[src/rtl/axis_pkt_rr_arbiter.sv]
// Packet-granular round-robin arbiter merging N_SRC AXI4-Stream sources onto one stream.
// Define AXIS_ARB_STATS_EN to add per-source packet counters and a total beat counter.
module axis_pkt_rr_arbiter #(
    parameter int N_SRC  = 4,
    parameter int DATA_W = 32,
    localparam int ID_BITS = $clog2(N_SRC),
    localparam int KEEP_W  = DATA_W / 8
) (
    input  logic                aclk,
    input  logic                aresetn,
    input  logic [DATA_W-1:0]   s_axis_tdata  [N_SRC],
    input  logic [KEEP_W-1:0]   s_axis_tkeep  [N_SRC],
    input  logic [N_SRC-1:0]    s_axis_tlast,
    input  logic [N_SRC-1:0]    s_axis_tvalid,
    output logic [N_SRC-1:0]    s_axis_tready,
    output logic [DATA_W-1:0]   m_axis_tdata,
    output logic [KEEP_W-1:0]   m_axis_tkeep,
    output logic                m_axis_tlast,
    output logic                m_axis_tvalid,
    input  logic                m_axis_tready,
    output logic [ID_BITS-1:0]  m_id,
    output logic                busy,
    output logic                o_dbg_state
`ifdef AXIS_ARB_STATS_EN
    ,
    input  logic                stat_clr,
    output logic [31:0]         stat_pkts [N_SRC],
    output logic [31:0]         stat_beats
`endif
);

    // valid/ready: a beat moves on a rising aclk edge where tvalid && tready are both high;
    // a source keeps tdata/tkeep/tlast stable while tvalid is high and tready is low.

    localparam logic [0:0] ST_IDLE = 1'b0;
    localparam logic [0:0] ST_LOCK = 1'b1;

    logic [0:0]          r_state;
    logic [ID_BITS-1:0]  r_grant;
    logic [ID_BITS-1:0]  r_rr_ptr;

    logic                w_found;
    logic [ID_BITS-1:0]  w_pick;
    int                  w_idx;
    logic                w_lock;
    logic                w_hs;
    logic                w_eop;

    // Search order starts at the round-robin pointer and wraps modulo N_SRC, not 2^ID_BITS.
    always_comb begin
        w_found = 1'b0;
        w_pick  = '0;
        w_idx   = 0;
        for (int k = 0; k < N_SRC; k++) begin
            w_idx = int'(r_rr_ptr) + k;
            if (w_idx >= N_SRC) begin
                w_idx = w_idx - N_SRC;
            end
            if (!w_found && s_axis_tvalid[w_idx[ID_BITS-1:0]]) begin
                w_found = 1'b1;
                w_pick  = w_idx[ID_BITS-1:0];
            end
        end
    end

    assign w_lock = (r_state == ST_LOCK);
    assign w_hs   = m_axis_tvalid && m_axis_tready;
    assign w_eop  = w_hs && m_axis_tlast;

    always_ff @(posedge aclk or negedge aresetn) begin
        if (!aresetn) begin
            r_state  <= ST_IDLE;
            r_grant  <= '0;
            r_rr_ptr <= '0;
        end else begin
            case (r_state)
                ST_IDLE: begin
                    if (w_found) begin
                        r_grant <= w_pick;
                        r_state <= ST_LOCK;
                    end
                end
                ST_LOCK: begin
                    if (w_eop) begin
                        r_state  <= ST_IDLE;
                        r_rr_ptr <= (r_grant == ID_BITS'(N_SRC - 1)) ? '0 : r_grant + 1'b1;
                    end
                end
                default: r_state <= ST_IDLE;
            endcase
        end
    end

    // The data path is a plain mux on the grant; only tvalid/tready are gated by the lock.
    assign m_axis_tdata  = s_axis_tdata[r_grant];
    assign m_axis_tkeep  = s_axis_tkeep[r_grant];
    assign m_axis_tlast  = s_axis_tlast[r_grant];
    assign m_axis_tvalid = w_lock && s_axis_tvalid[r_grant];

    always_comb begin
        s_axis_tready = '0;
        if (w_lock) begin
            s_axis_tready[r_grant] = m_axis_tready;
        end
    end

    assign m_id        = r_grant;
    assign busy        = w_lock;
    assign o_dbg_state = r_state;

`ifdef AXIS_ARB_STATS_EN
    logic [31:0] r_stat_pkts [N_SRC];
    logic [31:0] r_stat_beats;

    // Clear wins over a same-cycle increment; counters wrap naturally at 32 bits.
    always_ff @(posedge aclk or negedge aresetn) begin
        if (!aresetn) begin
            for (int i = 0; i < N_SRC; i++) begin
                r_stat_pkts[i] <= '0;
            end
            r_stat_beats <= '0;
        end else if (stat_clr) begin
            for (int i = 0; i < N_SRC; i++) begin
                r_stat_pkts[i] <= '0;
            end
            r_stat_beats <= '0;
        end else begin
            if (w_hs) begin
                r_stat_beats <= r_stat_beats + 32'd1;
            end
            if (w_eop) begin
                r_stat_pkts[r_grant] <= r_stat_pkts[r_grant] + 32'd1;
            end
        end
    end

    assign stat_pkts  = r_stat_pkts;
    assign stat_beats = r_stat_beats;
`endif

endmodule

[config.mk]
export PLATFORM = sky130hd
export DESIGN_NAME = axis_pkt_rr_arbiter
export DESIGN_NICKNAME = d
export VERILOG_FILES = /design/src/rtl/axis_pkt_rr_arbiter.sv
export SDC_FILE = /design/constraint.sdc
export NUM_CORES = 1
export LEC_CHECK = 0
export BUFFER_PORTS_ARGS = -buffer_cell sky130_fd_sc_hd__buf_4
export CORE_AREA = 4 4 76 78
export CTS_CLUSTER_SIZE = 25
export DETAILED_ROUTE_END_ITERATION = 12
export DIE_AREA = 0 0 80 82
export PLACE_DENSITY = 0.77
export SLEW_MARGIN = 5
export SYNTH_ARGS = -nofsm -noshare
export SYNTH_HDL_FRONTEND = slang
export SYNTH_SLANG_ARGS = --single-unit
[constraint.sdc]
create_clock -name aclk -period 2.2 [get_ports aclk]
set_input_delay 0.22 -clock aclk [delete_from_list [all_inputs] [get_ports aclk]]
set_output_delay 0.22 -clock aclk [all_outputs]
set_load 0.005 [all_outputs]
# Yosys cells after proc, flatten, opt, wreduce, memory -nomap -nowiden
# Cells that the tools add are included.
[classes]
n_mux = 37
reduce_logical = 12
order_cmp = 11
n_bitwise = 3
add_sub_neg = 8
n_eq_ne = 1
[ops]
columns = ["cell", "n"]
rows = [
  ["$bmux W32 S2", 1],
  ["$mux W32", 2],
  ["$mux W2", 9],
  ["$lt A2 B3 Y1 const B", 5],
  ["$mux W1", 13],
  ["$bmux W1 S2", 6],
  ["$ge A3 B3 Y1 const B", 4],
  ["$mux W4", 3],
  ["$bmux W4 S2", 1],
  ["$sub A2 B1 Y2 const B", 4],
  ["$logic_and A1 B1 Y1", 7],
  ["$add A2 B2 Y3 const B", 2],
  ["$and A4 B4 Y4", 1],
  ["$reduce_and A2 Y1", 2],
  ["$add A2 B1 Y3 const B", 1],
  ["$ge A2 B3 Y1 const B", 1],
  ["$logic_not A1 Y1", 3],
  ["$not A2 Y3", 1],
  ["$add A2 B1 Y2 const B", 1],
  ["$demux W1 S2", 1],
  ["$eq A2 B2 Y1 const B", 1],
  ["$ge A2 B1 Y1 const B", 1],
  ["$pmux W1 S2", 1],
  ["$not A1 Y1", 1],
]
[totals]
inputBits = 155
regBits = 5

# Logic depth before layout (Yosys ltp)
# Gate-level depths: netlist of run 1.
[logic_depth]
word_depth = 16
ltp_mapped = 5
depth_no_buf = 4

# Least setup slack after synthesis of run 1
# No wires, ideal clock.
[synth_path]
path_kind = "reg2out"
from = "register r_grant[0], in the netlist m_id[0]"
to = "output port m_axis_tdata[10]"
stages_incl_launch_ff = 5
t_arrival_ns = 1.434
path_slack_ns = 0.546
path_cell_list = "dfrtp_1 buf_6 buf_4 buf_6 mux4_2"
[synth_between]
elab_chain_cells = 4
[synth_rtl]
columns = ["item", "line_no", "text"]
rows = [
  ["from (decl)", "39", "logic [ID_BITS-1:0] r_grant;"],
  ["from (signal assigned)", "79", "r_grant <= w_pick;"],
  ["$not A2 Y3 (implied by the code)", "95", "assign m_axis_tdata = s_axis_tdata[r_grant];"],
  ["$bmux W32 S2", "95", ""],
  ["$mux W32 (implied by the code) (2 in a row)", "95", ""],
  ["to (decl)", "16", "output logic [DATA_W-1:0] m_axis_tdata,"],
]
# No other way between the ends. The select of a mux whose other input is x is not followed.

# Final worst setup path of run 1
[layout_path]
from = "register r_grant[0], in the netlist m_id[0]"
to = "output port m_axis_tkeep[3]"
[layout_between]
elab_chain_cells = 4
[layout_rtl]
columns = ["item", "line_no", "text"]
rows = [
  ["$not A2 Y3 (implied by the code)", "96", "assign m_axis_tkeep = s_axis_tkeep[r_grant];"],
  ["$bmux W4 S2", "96", ""],
  ["$mux W4 (implied by the code) (2 in a row)", "96", ""],
  ["to (decl)", "17", "output logic [KEEP_W-1:0] m_axis_tkeep,"],
]
# No other way between the ends. The select of a mux whose other input is x is not followed.

==> key figures, run 1 <==
Power
  • Leakage Power: 1.44 nW
  • Power Total: 2.55 mW
  • Power per cell area: 874 nW/um^2
  • Peak supply drop: about 640 uV

Floorplan
  • Row count: 26
  • Die height: 82 um
  • Initial Utilization: 25.7%
  • Die Wd: 80 um
  • Die area: 6560 sq um
  • IO Pins: 201
  • Core box area: 5070 sq um

Layout
  • Final instance area: just under 3000 sq um
  • Commonest non-fill, non-tap cells in the layout: 203 x buf_4, 38 x mux4_2, 5 x inv_1
  • Antenna cells: 0
  • Finished Layout Cells: approximately 350
  • Final core utilization: 57.5%
  • P&R area growth vs syn: 123%
  • Fraction of layout cells with a size suffix above 1: 88.7%
  • Most common cell after layout, fill and taps aside: buf_4
  • Final nets: 444

Critical path
  • Worst-path fanout max: 18
  • Critical path type: reg2out
  • CP Capture Type: output pin
  • Startpoint Class: flop
  • Crit path DAT: approximately 1800 ps
  • Worst endpoint required time: between 1500 and 2000 ps

Timing
  • Relative slew margins: 75.1%
  • Part of the cycle the worst path needs: between 80% and 90%
  • Hold_ws: approximately 350 ps
  • Fin Setup TNS: 0 ps
  • Worst-Margin Slew: 374 ps
  • Slew Limit Fails: 0
  • Final hold viol count: 0
  • Final Critical Period: 1970 ps
  • Worst Skew: approximately 1.4 ps
  • RSZ-0062 raised after global routing: no
  • Endpoints failing setup: 0
  • Peak Freq: 508 MHz
  • Final worst setup slack: 233 ps

Clock tree
  • Max Root-Sink Buffers: 2
  • H-Tree Level Count: 1
  • Number of buffers created by CTS: 3
  • Worst-path clk slew: ~30 ps
  • CTS root buf: clkbuf_8
  • # hold bufs at CTS: 1
  • CTS tree: done
  • Clock Latency Late Sink: 220 ps
  • Resized cells post-CTS: 0
  • Post-CTS Setup Bufs: 0
  • CTS sink count: 5

Drt
  • Vias/cell: 4.96
  • DRC: 0
  • Antenna-violating nets left: 0
  • Initial detailed-routing violation count: 42
  • DR pass1 iterations: 4
  • Wire per inst: 19.5 um
  • Via count: about 1,800
  • Final wirelength: 6890 um

Outcome
  • Outcome: finished clean

Worst hold path
  • Tightest Hold Check Type: in2async

Global route
  • Total global-route track usage: 18.9%
  • Vias in the first global route: ~1,800
  • Grt total ovfl: 0
  • First-pass GRT wire length: 9470 um
  • Initial antenna violation count: 0
  • Largest net degree at the start of global routing: 23

Synthesis
  • Syn avg cell area: 15.4 sq um
  • Sequential share of the synthesized area: 9.58%
  • Post-Synthesis Net Count: 244
  • Synth cell types: 26
  • Register bit total from synthesis: 5
  • Yosys Warn Count: 0
  • Cell Area, Synth: 1310 sq um
  • Cells after Synth: between 80 and 90

Place
  • Port buffer count: 200
  • DP HPWL: 6070 um
  • Setup WS pre-CTS: 422 ps
  • Placer Congestion: 0.912
  • DP Area: 2860 sq um
  • Total placed cells including tap cells: 349

Job
  • Max Cap Violations: 0
==> report_power, final <==
part,internal [mW],switching (mW)
registers,0.135,0.0860
clock network,0.124,0.0413
logic,1.40,0.766
==> Yosys cell counts, drive strengths merged <==
cell    number  area, sq um
and3         4         25.0
and2         1         6.26
nor2b        1         13.8
o31ai        1         7.51
a21o         1         8.76
nor2         1         3.75
dfrtp        5          125
o221ai       1         8.76
mux2         3         37.5
inv          5         18.8
o21ai        1         5.00
a221oi       1         8.76
mux4        38          856
clkbuf       1         13.8
or4          1         11.3
o21a         1         7.51
ha           4         50.1
o22ai        1         6.26
nand4        1         12.5
buf          9         62.6
nand2        2         7.51
a21oi        2         10.0
==> sequential cells by signal, summed over array words and instances, names as in the netlist <==
signal / count
busy: 1
m_id: 2
r_rr_ptr: 2
==> final timing paths <==
path / start / to / slack [ps] / cells after the start
max in group asynchronous: aresetn / m_id[0] / 1730 / 2
min reg2reg: r_rr_ptr[0] / r_rr_ptr[0] / 540 / 2
max reg2reg: m_id[1] / r_rr_ptr[1] / 560 / 4
min in group aclk: m_axis_tready / r_rr_ptr[0] / 350 / 3
max: m_id[0] / m_axis_tkeep[3] / 230 / 3
min: aresetn / r_rr_ptr[0] / 350 / 2
==> metal layers <==
layer  vias up  GRT usage [%]  part of all wire (%)
met5         -              0                     0
met4         0           4.39                   2.0
met3        16           5.59                   9.8
met2        93           35.1                    55
met1       868           21.2                    33
li1        779              -                     -
==> cell type report <==
| cell class | count | area, sq um |
|---|---|---|
| timing repair buffer | 205 | 1550 |
| fill | 458 | 2160 |
| tap | 70 | 87.6 |
| clock buffer | 4 | 45.0 |
| multi-input combinational | 65 | 1090 |
| sequential | 5 | 126 |
| inverter | 5 | 18.8 |
==> kinds of logic (layout without fill, tap and decap cells) <==
| kind of cell | Yosys count | in the layout | share of synthesized area (%) |
|---|---|---|---|
| fa+ha+maj | 4 | 4 | 3.83 |
| mux | 41 | 41 | 68.4 |
| simple gates | 11 | 11 | 6.13 |
| flops | 5 | 5 | 9.58 |
| compound gates | 9 | 9 | 4.79 |
| buf+inv | 15 | 214 | 7.28 |
==> worst max-delay path, cell delays in order (launching register included) <==
cell and delay, ps:
dfrtp_2 450, buf_4 350, mux4_2 560, buf_4 150
(Power assumes the default switching activity.)
==> run 2, diff against run 1 <==
--- a/config.mk
+++ b/config.mk
@@ -6,11 +6,12 @@
 export NUM_CORES = 1
 export LEC_CHECK = 0
 export BUFFER_PORTS_ARGS = -buffer_cell sky130_fd_sc_hd__buf_4
-export CORE_AREA = 4 4 76 78
+export CORE_ASPECT_RATIO = 0.9
+export CORE_MARGIN = 4
+export CORE_UTILIZATION = 26
 export CTS_CLUSTER_SIZE = 25
 export DETAILED_ROUTE_END_ITERATION = 12
-export DIE_AREA = 0 0 80 82
-export PLACE_DENSITY = 0.77
+export PLACE_DENSITY = 0.79
 export SLEW_MARGIN = 5
 export SYNTH_ARGS = -nofsm -noshare
 export SYNTH_HDL_FRONTEND = slang
==> run 2 against run 1 <==
- clock skew up 2.1 ps
- sequential cell count unchanged
- critical endpoint is now m_axis_tdata[5]
- critical path type unchanged
- fmax up 3.2%
- largest cell class unchanged
- clock power up 2%
- highest routed layer unchanged
- core utilization up 2.4 points
- combinational power about the same
==> key figures, run 2 (synthesis results as in run 1) <==
Timing
  • RSZ-0062 raised after global routing: no (unchanged)
  • Worst-Margin Slew: 347 ps (was 374 ps)
  • Peak Freq: 525 MHz (was 508 MHz)
  • Relative slew margins: 76.9% (was 75.1%)
  • Final hold viol count: 0 (unchanged)
  • Slew Limit Fails: 0 (unchanged)
  • Endpoints failing setup: 0 (unchanged)
  • Worst Skew: 3.46 ps (was 1.38 ps)
  • Final Critical Period: 1910 ps (was 1970 ps)
  • Fin Setup TNS: 0 ps (unchanged)
  • Hold_ws: 354 ps (was 350 ps)
  • Part of the cycle the worst path needs: 86.6% (was 89.4%)

Layout
  • Most common cell after layout, fill and taps aside: buf_4 (unchanged)
  • Final nets: 444 (unchanged)
  • Antenna cells: 0 (unchanged)
  • Fraction of layout cells with a size suffix above 1: 88.7% (unchanged)
  • Commonest non-fill, non-tap cells in the layout: 203 x buf_4, 38 x mux4_2, 5 x inv_1 (unchanged)
  • Fillers: 414 (was 458)
  • P&R area growth vs syn: 123% (about the same)
  • Final core utilization: 59.9% (was 57.5%)

Global route
  • Largest net degree at the start of global routing: 30 (was 23)
  • Total global-route track usage: 21.0% (was 18.9%)
  • Vias in the first global route: 1,746 (was 1,775)
  • Initial antenna violation count: 0 (unchanged)
  • Grt total ovfl: 0 (unchanged)
  • First-pass GRT wire length: 9470 um (unchanged)

Drt
  • DRC: 0 (unchanged)
  • Vias/cell: 4.96 (about the same)
  • Antenna-violating nets left: 0 (unchanged)
  • Initial detailed-routing violation count: 47 (was 42)
  • DR pass1 iterations: 4 (unchanged)
  • Final wirelength: 7340 um (was 6890 um)
  • Wire per inst: 21.0 um (was 19.5 um)
  • Via count: 1,731 (was 1,756)

Clock tree
  • CTS root buf: clkbuf_8 (unchanged)
  • CTS tree: done (unchanged)
  • Post-CTS Setup Bufs: 0 (unchanged)
  • Worst-path clk slew: 40 ps (was 30 ps)
  • Resized cells post-CTS: 0 (unchanged)
  • Clock Latency Late Sink: 220 ps (about the same)
  • Number of buffers created by CTS: 3 (unchanged)
  • Max Root-Sink Buffers: 2 (unchanged)
  • # hold bufs at CTS: 1 (unchanged)
  • CTS sink count: 5 (unchanged)
  • H-Tree Level Count: 1 (unchanged)

Floorplan
  • Initial Utilization: 26.9% (was 25.7%)
  • Die area: 6220 sq um (was 6560 sq um)
  • IO Pins: 201 (unchanged)
  • Row count: 24 (was 26)
  • Die Wd: 82.7 um (was 80 um)
  • Core box area: 4860 sq um (was 5070 sq um)
  • Die height: 75.2 um (was 82 um)

Critical path
  • Worst-path fanout max: 29 (was 18)
  • CP Capture Type: output pin (unchanged)
  • Worst endpoint required time: 1980 ps (about the same)
  • R2R Setup Slk: 560 ps (about the same)
  • Crit path DAT: 1690 ps (was 1750 ps)
  • Startpoint Class: flop (unchanged)
  • Critical path type: reg2out (unchanged)

Outcome
  • Outcome: finished clean (unchanged)

Place
  • Port buffer count: 200 (unchanged)
  • DP HPWL: 6540 um (was 6070 um)
  • Placer Congestion: 0.862 (was 0.912)

Power
  • Leakage Power: 1.44 nW (unchanged)
  • Power per cell area: 886 nW/um^2 (was 874 nW/um^2)
  • Peak supply drop: 587 uV (was 642 uV)

Job
  • Max Cap Violations: 0 (unchanged)

Worst hold path
  • Tightest Hold Check Type: in2reg (was in2async)
run 2: per-stage QoR:
step	power, mW	setup slack [ps]	cells	cell area, sq um
after global placement	2.40	523	344	2860
final	2.58	295	349	2910
after CTS	2.61	278	349	2910
after global routing	2.77	198	349	2910
after detailed placement	2.43	517	344	2860
after floorplan	1.44	546	85	1310
run 2: worst max-delay path, stage by stage (launching register included):
cell and delay [ps]:
dfrtp_2 470, buf_12 270, mux4_2 550, buf_4 150
run 2: worst paths after layout:
kind	startpoint	end	cells after the start
max in group asynchronous	aresetn	m_id[0]	2
setup / recovery	m_id[0]	m_axis_tdata[5]	3
hold reg to reg	r_rr_ptr[0]	r_rr_ptr[0]	2
hold / removal	s_axis_tvalid[2]	busy	3
setup reg to reg	m_id[0]	r_rr_ptr[1]	3
min in group asynchronous	aresetn	m_id[1]	2
run 2: cell type report:
cell class	instances	area, sq um	area share, %
Clock buffer	4	45.0	1.55
Tap cell	65	81.3	2.79
Inverter	5	18.8	0.645
Multi-Input combinational cell	65	1090	37.3
Sequential cell	5	126	4.34
Timing Repair Buffer	205	1550	53.4
run 2: metal layers:
layer / wire (um) / share of wire, % / vias to the layer above / track usage (%)
met5: 0 / 0 / - / 0
met4: 260 / 3.5 / 0 / 7.26
met3: 700 / 9.5 / 22 / 5.14
met2: 4170 / 57 / 92 / 40.5
met1: 2210 / 30 / 838 / 22.1
li1: - / - / 779 / -
run 2: power by group:
part           internal [mW]  leakage, nW  switching [mW]  total (mW)
clock                  0.124       0.0228          0.0444       0.169
sequential             0.135       0.0575          0.0875       0.223
combinational           1.40         1.36           0.783        2.19
